==> src/rtl/i2c_target_pkg.sv <==
// Shared types and constants for the I2C target register file.
`timescale 1ns/1ps
package i2c_target_pkg;

  localparam int   BYTE_W = 8;
  localparam logic ACK    = 1'b0;
  localparam logic NACK   = 1'b1;

  typedef enum logic [3:0] {
    ST_IDLE       = 4'd0,
    ST_ADDR       = 4'd1,
    ST_ADDR_ACK   = 4'd2,
    ST_REG        = 4'd3,
    ST_REG_ACK    = 4'd4,
    ST_WDATA      = 4'd5,
    ST_WDATA_ACK  = 4'd6,
    ST_RDATA      = 4'd7,
    ST_RDATA_MACK = 4'd8,
    ST_IGNORE     = 4'd9
  } state_t;

endpackage

==> src/rtl/i2c_bus_sync.sv <==
// Synchronises raw SCL/SDA pins and derives SCL edges and START/STOP events.
`timescale 1ns/1ps
module i2c_bus_sync (
  input  logic clk_i,
  input  logic reset_i,
  input  logic scl_i,
  input  logic sda_i,
  output logic sda_o,
  output logic scl_rise_o,
  output logic scl_fall_o,
  output logic start_o,
  output logic stop_o
);

  logic scl_meta_q, scl_sync_q, scl_hist_q;
  logic sda_meta_q, sda_sync_q, sda_hist_q;

  // Two-flop synchronisers plus one history flop; idle bus level is high.
  always_ff @(posedge clk_i) begin
    if (reset_i) begin
      scl_meta_q <= 1'b1;
      scl_sync_q <= 1'b1;
      scl_hist_q <= 1'b1;
      sda_meta_q <= 1'b1;
      sda_sync_q <= 1'b1;
      sda_hist_q <= 1'b1;
    end else begin
      scl_meta_q <= scl_i;
      scl_sync_q <= scl_meta_q;
      scl_hist_q <= scl_sync_q;
      sda_meta_q <= sda_i;
      sda_sync_q <= sda_meta_q;
      sda_hist_q <= sda_sync_q;
    end
  end

  assign sda_o      = sda_sync_q;
  assign scl_rise_o = scl_sync_q & ~scl_hist_q;
  assign scl_fall_o = ~scl_sync_q & scl_hist_q;
  // SCL must be high on both samples so an SDA change near an SCL edge is not misread.
  assign start_o    = scl_sync_q & scl_hist_q & sda_hist_q & ~sda_sync_q;
  assign stop_o     = scl_sync_q & scl_hist_q & ~sda_hist_q & sda_sync_q;

endmodule

==> src/rtl/i2c_target.sv <==
// I2C target exposing a byte-wide register file with auto-incrementing pointer.
`timescale 1ns/1ps
module i2c_target
  import i2c_target_pkg::*;
#(
  parameter logic [6:0] DEV_ADDR = 7'h2A,
  parameter int         NUM_REGS = 16,
  parameter int         PTR_W    = 4
) (
  input  logic              clk,
  input  logic              reset,
  input  logic              scl_read,
  input  logic              sda_read,
  output logic              sda_out,
  output logic              scl_out,
  input  logic [PTR_W-1:0]  host_addr,
  output logic [BYTE_W-1:0] host_data,
  output logic              wr_valid,
  output logic [PTR_W-1:0]  wr_addr,
  output logic [BYTE_W-1:0] wr_data,
  output logic              busy
);

  logic sda_s, scl_rise_s, scl_fall_s, start_s, stop_s, byte_done_s, reg_we_s;

  state_t              state_q, state_d;
  logic [3:0]          bit_cnt_q, bit_cnt_d;
  logic [BYTE_W-1:0]   shift_q, shift_d;
  logic                rw_q, rw_d;
  logic [PTR_W-1:0]    ptr_q, ptr_d;
  logic                sda_q, sda_d;
  logic                busy_q, busy_d;
  logic                wr_valid_q, wr_valid_d;
  logic [PTR_W-1:0]    wr_addr_q, wr_addr_d;
  logic [BYTE_W-1:0]   wr_data_q, wr_data_d;
  logic [BYTE_W-1:0]   regs_q [NUM_REGS];
  logic [BYTE_W-1:0]   rd_byte_s;

  i2c_bus_sync u_sync (
    .clk_i      (clk),
    .reset_i    (reset),
    .scl_i      (scl_read),
    .sda_i      (sda_read),
    .sda_o      (sda_s),
    .scl_rise_o (scl_rise_s),
    .scl_fall_o (scl_fall_s),
    .start_o    (start_s),
    .stop_o     (stop_s)
  );

  // A byte is committed on the SCL fall after its 8th bit, so a START/STOP
  // landing during that last high phase still aborts the byte.
  assign byte_done_s = scl_fall_s && (bit_cnt_q == 4'd8);
  assign rd_byte_s   = regs_q[ptr_q];

  // Next-state logic for the protocol FSM, shifter, pointer and write strobe.
  always_comb begin
    state_d    = state_q;
    bit_cnt_d  = bit_cnt_q;
    shift_d    = shift_q;
    rw_d       = rw_q;
    ptr_d      = ptr_q;
    sda_d      = sda_q;
    wr_valid_d = 1'b0;
    wr_addr_d  = wr_addr_q;
    wr_data_d  = wr_data_q;
    reg_we_s   = 1'b0;
    if (start_s) begin
      state_d   = ST_ADDR;
      bit_cnt_d = 4'd0;
      sda_d     = 1'b1;
    end else if (stop_s) begin
      state_d   = ST_IDLE;
      bit_cnt_d = 4'd0;
      sda_d     = 1'b1;
    end else begin
      case (state_q)
        ST_ADDR, ST_REG, ST_WDATA: begin
          if (scl_rise_s) begin
            shift_d   = {shift_q[BYTE_W-2:0], sda_s};
            bit_cnt_d = bit_cnt_q + 4'd1;
          end else if (byte_done_s) begin
            bit_cnt_d = 4'd0;
            sda_d     = ACK;
            case (state_q)
              ST_ADDR: begin
                if (shift_q[BYTE_W-1:1] == DEV_ADDR) begin
                  rw_d    = shift_q[0];
                  state_d = ST_ADDR_ACK;
                end else begin
                  sda_d   = NACK;
                  state_d = ST_IGNORE;
                end
              end
              ST_REG: begin
                ptr_d   = shift_q[PTR_W-1:0];
                state_d = ST_REG_ACK;
              end
              default: begin
                reg_we_s   = 1'b1;
                wr_valid_d = 1'b1;
                wr_addr_d  = ptr_q;
                wr_data_d  = shift_q;
                ptr_d      = ptr_q + {{(PTR_W-1){1'b0}}, 1'b1};
                state_d    = ST_WDATA_ACK;
              end
            endcase
          end else begin
            bit_cnt_d = bit_cnt_q;
          end
        end
        ST_ADDR_ACK, ST_REG_ACK, ST_WDATA_ACK: begin
          if (scl_fall_s) begin
            sda_d     = 1'b1;
            bit_cnt_d = 4'd0;
            if ((state_q == ST_ADDR_ACK) && rw_q) begin
              state_d = ST_RDATA;
              shift_d = rd_byte_s;
              sda_d   = rd_byte_s[BYTE_W-1];
            end else if (state_q == ST_ADDR_ACK) begin
              state_d = ST_REG;
            end else begin
              state_d = ST_WDATA;
            end
          end else begin
            sda_d = sda_q;
          end
        end
        ST_RDATA: begin
          if (scl_rise_s) begin
            bit_cnt_d = bit_cnt_q + 4'd1;
          end else if (byte_done_s) begin
            sda_d     = 1'b1;
            bit_cnt_d = 4'd0;
            state_d   = ST_RDATA_MACK;
          end else if (scl_fall_s) begin
            shift_d = {shift_q[BYTE_W-2:0], 1'b0};
            sda_d   = shift_q[BYTE_W-2];
          end else begin
            sda_d = sda_q;
          end
        end
        ST_RDATA_MACK: begin
          if (scl_rise_s) begin
            ptr_d = ptr_q + {{(PTR_W-1){1'b0}}, 1'b1};
            if (sda_s == NACK) begin
              state_d = ST_IGNORE;
            end else begin
              state_d = ST_RDATA_MACK;
            end
          end else if (scl_fall_s) begin
            state_d   = ST_RDATA;
            bit_cnt_d = 4'd0;
            shift_d   = rd_byte_s;
            sda_d     = rd_byte_s[BYTE_W-1];
          end else begin
            sda_d = sda_q;
          end
        end
        ST_IDLE, ST_IGNORE: begin
          sda_d = 1'b1;
        end
        default: begin
          state_d = ST_IDLE;
          sda_d   = 1'b1;
        end
      endcase
    end
  end

  // busy rises once the address is accepted and holds across a repeated START;
  // a non-matching address therefore never raises it.
  always_comb begin
    case (state_d)
      ST_IDLE, ST_IGNORE: busy_d = 1'b0;
      ST_ADDR:            busy_d = busy_q;
      default:            busy_d = 1'b1;
    endcase
  end

  // Protocol state and output registers.
  always_ff @(posedge clk) begin
    if (reset) begin
      state_q    <= ST_IDLE;
      bit_cnt_q  <= 4'd0;
      shift_q    <= 8'h00;
      rw_q       <= 1'b0;
      ptr_q      <= '0;
      sda_q      <= 1'b1;
      busy_q     <= 1'b0;
      wr_valid_q <= 1'b0;
      wr_addr_q  <= '0;
      wr_data_q  <= 8'h00;
    end else begin
      state_q    <= state_d;
      bit_cnt_q  <= bit_cnt_d;
      shift_q    <= shift_d;
      rw_q       <= rw_d;
      ptr_q      <= ptr_d;
      sda_q      <= sda_d;
      busy_q     <= busy_d;
      wr_valid_q <= wr_valid_d;
      wr_addr_q  <= wr_addr_d;
      wr_data_q  <= wr_data_d;
    end
  end

  // Register file, written with the completed byte at the current pointer.
  always_ff @(posedge clk) begin
    if (reset) begin
      for (int i = 0; i < NUM_REGS; i++) begin
        regs_q[i] <= 8'h00;
      end
    end else if (reg_we_s) begin
      regs_q[ptr_q] <= shift_q;
    end
  end

  assign sda_out   = sda_q;
  assign scl_out   = 1'b1;
  assign host_data = regs_q[host_addr];
  assign wr_valid  = wr_valid_q;
  assign wr_addr   = wr_addr_q;
  assign wr_data   = wr_data_q;
  assign busy      = busy_q;

endmodule
==> config.mk <==
export PLATFORM = sky130hd
export DESIGN_NAME = i2c_target
export DESIGN_NICKNAME = d
export VERILOG_FILES = /design/src/rtl/i2c_target_pkg.sv /design/src/rtl/i2c_bus_sync.sv /design/src/rtl/i2c_target.sv
export SDC_FILE = /design/constraint.sdc
export NUM_CORES = 1
export LEC_CHECK = 0
export ABC_AREA = 1
export CAP_MARGIN = 20
export CORE_MARGIN = 4
export CORE_UTILIZATION = 24
export DETAILED_ROUTE_END_ITERATION = 10
export GPL_TIMING_DRIVEN = 0
export HOLD_SLACK_MARGIN = 0.08
export PLACE_DENSITY = 0.45
export SYNTH_ARGS = -nofsm -noshare
export SYNTH_HDL_FRONTEND = slang
export SYNTH_SLANG_ARGS = --single-unit
==> constraint.sdc <==
create_clock -name clk -period 2.74 [get_ports clk]
set_clock_uncertainty 0.15 [all_clocks]
set_input_delay 0.548 -clock clk [delete_from_list [all_inputs] [get_ports clk]]
set_output_delay 0.548 -clock clk [all_outputs]
set_load 0.005 [all_outputs]
==> out/qor.csv, run 1 <==
metric;value;unit
vias per cell;4.93;
critical path arrival;2.07;ns
Die Span Y;204;um
dpl cell area;0.0101;sq mm
min Tclk post-route;2.77;ns
type of origin of the critical path;input port;
VDD IR-drop max;0.000424;V
gr ovfl total;0;
Max Freq;361;MHz
Final #Nets;1205;
Crit Path Max Fanout;10;
Layout area overhead;23.2;%
htree depth;4;
site row count;71;
First DRT Iteration DRCs;974;
register area share after synthesis;51.8;%
DRC Markers;0;
CP endpoint kind;output port;
CTS sink count;174;
1st-pass router iterations;6;
run status;finished, violations left;
failing checks;negative setup slack;
vias in the first global route;8246;
slew of the pin with the lowest slew margin;1.05;ns
Initial Util;24.4;%
largest net degree at the start of global routing;17;
die area;0.0415;sq mm
total CTS buffers;17;
fin. max-slew vios;0;
Post-Syn Instances;1137;
Max-cap violations;0;
Avg Cell Area, Syn;8.09;sq um
Synth Register Bits;174;
Rel. slew slack;30.0;%
met3 Usage GRT;3.01;%
CTS tree;built;
unrepaired setup endpoints after global routing;true;
Final ANT Viol Nets;0;
final core occ;30.0;%
final instance area;0.0113;sq mm
Setup Crit Path Kind;input port to output port;
GP Congestion;0.931;
final hold violation count;0;
PortBufs;27;
Final Power;5.94;mW
total number of vias;8460;
global routing usage on met2;27.8;%
Synth cell types;36;
count of warnings emitted by yosys;0;
wirelength, routed;37500;um
most frequent cells in the layout;nor2_1 (172), nand2_1 (150), edfxtp_1 (128), inv_1 (101), o21ai_0 (100);
Top Ports;32;
# fillers;4065;
Core ar.;0.0378;sq mm
die width;204;um
Critical Path RT;2.04;ns
clock buffer depth;2;
Reg clk slew, reported paths;0.07;ns
GR Util met1;26.1;%
hold slack;0.262;ns
gr busiest metal;met2;
dpl ws;-1.00;ns
initial antenna violation count;0;
Final Setup Violations;2;
commonest non-fill, non-tap cell in the layout;nor2_1;
ratio of cells with drive above 1 in the final layout;13.2;%
per-cell routed wire length;21.9;um
gr usage total;17.9;%
top cell type's share of synthesized area;41.8;%
Worst-Skew Late Latency;0.44;ns
top post-synthesis cells by area;edfxtp_1 (42%), dfxtp_1 (10%), nand2_1 (7.4%);
R2R setup slack;0.06;ns
Hold Path Class;flop to flop;
cell taking the most area after synthesis;edfxtp_1;
Final WS setup;-0.0278;ns
dpl hpwl;27500;um
syn_nets;1151;
global-route wire length before repair;54600;um
clk root buf;clkbuf_16;
Pwr Density;524;mW/mm^2
Final period util;101;%
Leak;4.17;nW
Antenna Cells;0;
Mapped Area;0.00920;sq mm
-- final cells by class --
type	instances	area, sq um	area share, %
repair buffers	35	365	3.22
plain buffers	68	497	4.38
clock buffers	20	468	4.13
clock inverters	12	96.3	0.850
flip-flops and latches	174	4760	42.1
multi-input cells	775	4050	35.7
inverters	120	454	4.01
well taps	511	639	5.64
-- report_power, final --
part	total, mW	internal (mW)	switching (mW)	leakage [nW]
logic	0.585	0.180	0.405	2.20
clock network	2.42	1.26	1.16	0.281
registers	2.93	2.89	0.0410	1.69
total	5.94	4.33	1.60	4.17
-- registers in the layout, summed over array words and instances (netlist names), named ones only --
signal,cells
wr_valid,1
u_sync.sda_meta_q,1
shift_q,8
u_sync.scl_meta_q,1
bit_cnt_q,4
sda_out,1
regs_q,128
u_sync.sda_o,1
u_sync.scl_sync_q,1
u_sync.sda_hist_q,1
u_sync.scl_hist_q,1
wr_addr,4
state_q,4
ptr_q,4
rw_q,1
busy,1
wr_data,8
-- final timing paths --
| check | from | to | cells past startpoint |
|---|---|---|---|
| setup reg to reg | flop | shift_q[1] | 9 |
| setup / recovery | host_addr[0] | host_data[6] | 7 |
| hold reg to reg | u_sync.sda_meta_q | u_sync.sda_o | 1 |
| hold / removal | u_sync.sda_meta_q | u_sync.sda_o | 1 |
-- cells in the mapped netlist, drive strengths merged --
cell type	n
o22ai	2
or2	4
xor2	1
a21oi	115
buf	6
nor3	4
nor2	181
conb	1
o221ai	9
nand4	2
a211oi	1
a21boi	1
clkinv	8
clkbuf	62
dfxtp	46
nand3b	1
edfxtp	128
o21ai	111
ha	6
nand3	96
inv	112
o21a	1
xnor2	2
o31ai	1
o211ai	47
a31oi	1
nand2	188
-- metal layers --
layer  vias to the layer above  routed length (um)
li1                       3969                   -
met1                      4146               17700
met2                       296               16800
met3                        49                2310
met4                         0                 654
met5                         -                   0
-- critical path: stages --
cell and delay [ns]:
clkbuf_8 0.15, clkbuf_8 0.18, o21ai_2 0.25, nand2_1 0.15, o221ai_1 0.18, nand2_1 0.13, clkdlybuf4s50_1 0.47
-- repair_timing --
item,CTS,global route
setup buffers,1,5
endpoints found under the setup margin,120,138
pin swaps,2,8
hold buffers,0,0
gates resized for setup,148,36
-- cell families (layout without fill, tap and decap cells) --
logic type / Yosys count / count (layout) / synth area share [%]
other: 1 / 1 / 0.0408
AND/OR/NAND/NOR: 476 / 476 / 21.6
flip-flops: 174 / 174 / 51.8
AO/OA/AOI/OAI: 289 / 289 / 17.6
adder cells (fa/ha/maj): 6 / 6 / 0.816
buffers and inverters: 188 / 255 / 7.75
XOR/XNOR: 3 / 3 / 0.286
-- stage by stage --
step                      setup TNS (ns)  std cells
after global routing             -0.0583       1715
after detailed placement          -37.12       1675
after CTS                         -0.279       1708
after global placement            -38.00       1675
final                            -0.0356       1715
after floorplan                        0       1137
Note: power is estimated with default switching activity, not from simulation.
==> run 2, diff against run 1 <==
--- a/config.mk
+++ b/config.mk
@@ -7,12 +7,14 @@
 export LEC_CHECK = 0
 export ABC_AREA = 1
 export CAP_MARGIN = 20
+export CORE_ASPECT_RATIO = 1.4
 export CORE_MARGIN = 4
 export CORE_UTILIZATION = 24
 export DETAILED_ROUTE_END_ITERATION = 10
 export GPL_TIMING_DRIVEN = 0
 export HOLD_SLACK_MARGIN = 0.08
 export PLACE_DENSITY = 0.45
+export SKIP_CTS_REPAIR_TIMING = 1
 export SYNTH_ARGS = -nofsm -noshare
 export SYNTH_HDL_FRONTEND = slang
 export SYNTH_SLANG_ARGS = --single-unit
==> constraint.sdc (replaced) <==
create_clock -name clk -period 3.5 [get_ports clk]
set_clock_uncertainty 0.15 [all_clocks]
set_input_delay 0.7 -clock clk [delete_from_list [all_inputs] [get_ports clk]]
set_output_delay 0.7 -clock clk [all_outputs]
set_load 0.005 [all_outputs]
==> run 2 against run 1 <==
Net effect:
- the flow now finishes without violations
- core utilization fell by 1.7 points
- clock-buffer cell count down 3
- routed wire length is 1.5% higher
- register-to-register slack better by 0.19 ns
- worst hold slack lost 0.0011 ns
- global-route usage increased by 0.29 points
- combinational power shrank 31%
- first-iteration DRC count shrank 16%
- die area is 0.11% higher
- critical endpoint is now host_data[5]
- largest power group unchanged
==> out/qor.csv, run 2 (synthesis results as in run 1) <==
metric;value;unit
Rel. slew slack;37.0;%
1st-pass router iterations;5;
global-route wire length before repair;55000;um
die area;0.0416;sq mm
DRC Markers;0;
commonest non-fill, non-tap cell in the layout;nand2_1;
most frequent cells in the layout;nand2_1 (180), nor2_1 (172), edfxtp_1 (128), a21oi_1 (112), inv_1 (109);
R2R setup slack;0.25;ns
internal portion of total power;3.36;mW
Pwr Density;430;mW/mm^2
hold worst-path end;u_sync.sda_o;
ratio of cells with drive above 1 in the final layout;6.94;%
htree depth;4;
Final period util;98.9;%
vias in the first global route;8291;
VDD IR-drop max;0.000196;V
Top Ports;32;
Layout area overhead;16.0;%
total CTS buffers;17;
Leak;3.86;nW
length in cells of the worst reg-to-reg path;10;
dpl hpwl;28600;um
Max-cap violations;0;
Final ANT Viol Nets;0;
CP endpoint kind;output port;
per-cell routed wire length;22.8;um
First DRT Iteration DRCs;819;
CTS tree;built;
Initial Util;24.4;%
site row count;84;
# fillers;4016;
initial antenna violation count;0;
vias per cell;5.01;
Net Sw Power;1.23;mW
Final Setup Violations;0;
Crit Path Max Fanout;10;
Sw Ratio;26.8;%
launch point of the worst reg-to-reg path;u_sync.scl_hist_q;
hold wc startpoint;u_sync.sda_meta_q;
power share of the clock group;41.2;%
Max Freq;289;MHz
Core ar.;0.0377;sq mm
Final #Nets;1197;
WHS Path Cells;1;
combinational share of power;8.9;%
CTS sink count;174;
die width;173;um
fin. max-slew vios;0;
type of origin of the critical path;input port;
Antenna Cells;0;
wirelength, routed;38000;um
max FFs per register;128;
Critical Path RT;2.65;ns
Worst-Skew Late Latency;0.46;ns
total number of vias;8360;
Die Span Y;240;um
Setup Crit Path Kind;input port to output port;
gr ovfl total;0;
final core occ;28.3;%
PortBufs;27;
clock buffer depth;2;
clk root buf;clkbuf_16;
FF-to-FF End;regs_q[3][7];
largest net degree at the start of global routing;17;
critical path arrival;2.61;ns
Top reg by flops;regs_q;
run status;finished clean;
Hold Path Class;flop to flop;
slew of the pin with the lowest slew margin;0.945;ns
setup TNS;0;ns
min Tclk post-route;3.46;ns
Reg clk slew, reported paths;0.07;ns
final hold violation count;0;
gr usage total;18.2;%
GP Congestion;1.01;
register share of total power;50.0;%
run 2: layer usage:
layer,GRT usage [%],wire [um]
met1,20.2,14800
met2,32.3,18900
met3,2.81,1640
met4,12.2,2710
met5,0,0
run 2: area by class of cell:
type                    instances  area [sq um]  area share [%]
flip-flops and latches        174          4760            44.7
inverters                     120           450            4.22
clock inverters                15           140            1.31
well taps                     473           592            5.55
clock buffers                  17           425            3.99
repair buffers                 27           270            2.53
multi-input cells             775          3730            35.0
plain buffers                  68           295            2.77
run 2: stage by stage:
stage               cells  cell area [sq um]  worst slack [ns]  total power, mW  hold WS, ns
floorplan            1137               9200             0.804             2.54        0.239
global route         1669              10700          -0.00359             4.73        0.282
finish               1669              10700            0.0396             4.59        0.261
detailed placement   1637              10100            -0.503             2.74        0.244
CTS                  1669              10600            -0.501             4.63        0.262
global placement     1637              10100            -0.534             2.74        0.252
run 2: critical path, stage by stage:
cell,delay [ns]
clkbuf_2,0.19
clkbuf_2,0.28
o21ai_0,0.47
nand2_1,0.14
o221ai_1,0.24
nand2_1,0.12
clkdlybuf4s50_1,0.46
run 2: worst max path at each step:
| stage | start | endpoint | slack (ns) | depth (start not counted) |
|---|---|---|---|---|
| floorplan | host_addr[0] | host_data[5] | 0.80 | 6 |
| global placement | host_addr[1] | host_data[1] | -0.53 | 7 |
| detailed placement | host_addr[1] | host_data[1] | -0.50 | 7 |
| CTS | host_addr[1] | host_data[1] | -0.50 | 7 |
| global route | host_addr[1] | host_data[0] | -0.004 | 7 |
| finish | host_addr[0] | host_data[5] | 0.04 | 7 |
run 2: power by group through the flow:
| stage | Combinational (mW) | Sequential [mW] | Clock [mW] |
|---|---|---|---|
| 2_1_floorplan | 0.216 | 2.33 | 0 |
| 3_3_place_gp | 0.397 | 2.34 | 0 |
| 3_5_place_dp | 0.396 | 2.34 | 0 |
| 4_1_cts | 0.397 | 2.29 | 1.94 |
| 5_1_grt | 0.435 | 2.30 | 2.00 |
| 6_report | 0.406 | 2.29 | 1.89 |
==> run 3, diff against run 2 <==
--- a/config.mk
+++ b/config.mk
@@ -6,8 +6,7 @@
 export NUM_CORES = 1
 export LEC_CHECK = 0
 export ABC_AREA = 1
-export CAP_MARGIN = 20
-export CORE_ASPECT_RATIO = 1.4
+export CORE_ASPECT_RATIO = 0.5
 export CORE_MARGIN = 4
 export CORE_UTILIZATION = 24
 export DETAILED_ROUTE_END_ITERATION = 10
==> run 3 against run 2 <==
Net effect:
- final cell count rose by 2.8%
- register-to-register slack better by 0.07 ns
- routed wire length fell by 1.2%
- critical path depth unchanged
- critical path type unchanged
- largest cell class unchanged
- highest routed layer unchanged
==> out/qor.csv, run 3 (synthesis results as in run 1) <==
metric;value;unit
Max-cap violations;0;
Reg clk slew, reported paths;0.07;ns
max FFs per register;128;
CP dominant cell by count;clkbuf_2;
total number of vias;8517;
final core occ;28.6;%
Final #Nets;1197;
clk root buf;clkbuf_16;
total CTS buffers;17;
run status;finished clean;
unrepaired setup endpoints after global routing;false;
First DRT Iteration DRCs;884;
most frequent cells in the layout;nand2_1 (181), nor2_1 (172), edfxtp_1 (128), a21oi_1 (114);
fin. max-slew vios;0;
type of origin of the critical path;input port;
1st-pass router iterations;6;
Top Ports;32;
clock buffer depth;2;
Leak;3.87;nW
min Tclk post-route;3.46;ns
critical path arrival;2.61;ns
gr ovfl total;0;
vias in the first global route;8135;
Final Setup Violations;0;
Antenna Cells;0;
CTS sink count;174;
per-cell routed wire length;21.9;um
Final WS setup;0.0382;ns
GR Util met1;24.7;%
site row count;50;
Final period util;98.9;%
global routing usage on met2;27.7;%
slew of the pin with the lowest slew margin;1.13;ns
Crit Path Max Fanout;10;
Layout area overhead;16.8;%
wirelength, routed;37600;um
CP peak stage delay;0.52;ns
Core ar.;0.0376;sq mm
Hold Path Class;flop to flop;
commonest non-fill, non-tap cell in the layout;nand2_1;
die width;285;um
largest net degree at the start of global routing;19;
placed cells;1684;
Setup Crit Path Kind;input port to output port;
final hold violation count;0;
Final Power;4.66;mW
dpl hpwl;27700;um
die area;0.0417;sq mm
Worst-Skew Late Latency;0.46;ns
Rel. slew slack;24.8;%
initial antenna violation count;0;
CP endpoint kind;output port;
CTS tree;built;
Final ANT Viol Nets;0;
GP Congestion;1.03;
global-route wire length before repair;54600;um
Critical Path RT;2.65;ns
Initial Util;24.5;%
setup TNS;0;ns
dpl ws;-0.512;ns
slowest stage cell, crit path;clkdlybuf4s50_1;
gr busiest metal;met2;
DRC Markers;0;
Pwr Density;434;mW/mm^2
gr usage total;17.9;%
Die Span Y;146;um
vias per cell;4.96;
critical path cell sequence;clkbuf_2, clkbuf_2, o21ai_0, a21oi_1, o221ai_1, nand2_1, clkdlybuf4s50_1;
met3 Usage GRT;4.40;%
Top reg by flops;regs_q;
ratio of cells with drive above 1 in the final layout;6.44;%
PortBufs;27;
htree depth;4;
Layout Cells excl Fill;1716;
VDD IR-drop max;0.000304;V
Max Freq;289;MHz
## run 3: changes by cell type in the layout (fill, tap and decap cells not counted), moves of 2 or more
cell	delta
clkbuf_1	+4
buf_2	-3
inv_8	+4
clkinvlp_4	-2
a21oi_2	-2
a21oi_1	+2
## run 3: metal layers
layer  part of all wire [%]  vias to the layer above
met5                      0                        -
met4                    2.9                        0
met3                    7.9                       64
met2                     44                      365
met1                     46                     4125
li1                       -                     3963
## run 3: cell type report
cell class	count	area, sq um
Inverter	120	450
Buffer	68	288
Sequential cell	174	4760
Clock buffer	17	425
Timing Repair Buffer	27	270
Tap cell	520	651
Multi-Input combinational cell	775	3720
Fill cell	4066	26900
Clock inverter	15	173
## run 3: worst max-delay path: cells and delay by family
family | cells | cell delay (ns)
buffers and inverters | 3 | 1.11
and+or+nand+nor | 1 | 0.15
AOI/OAI and AO/OA | 3 | 0.65
## run 3: worst paths after layout
path	startpoint	endpoint	slack, ns	depth (start not counted)
setup / recovery	host_addr[1]	host_data[5]	0.04	7
hold / removal	u_sync.sda_meta_q	u_sync.sda_o	0.27	1
setup reg to reg	u_sync.scl_hist_q	regs_q[3][4]	0.32	10
hold reg to reg	u_sync.sda_meta_q	u_sync.sda_o	0.27	1
## run 3: per-stage QoR
step           hold WS (ns)  area, sq um
5_1_grt               0.289        10700
3_3_place_gp          0.245        10100
6_report              0.265        10700
3_5_place_dp          0.251        10100
2_1_floorplan         0.239         9200
4_1_cts               0.269        10700
## run 3: where the power goes
group | switching [mW] | internal (mW) | total (mW) | leakage, nW
combinational | 0.298 | 0.104 | 0.402 | 1.88
sequential | 0.0338 | 2.26 | 2.30 | 1.69
clock | 0.938 | 1.02 | 1.96 | 0.293
total | 1.27 | 3.39 | 4.66 | 3.87
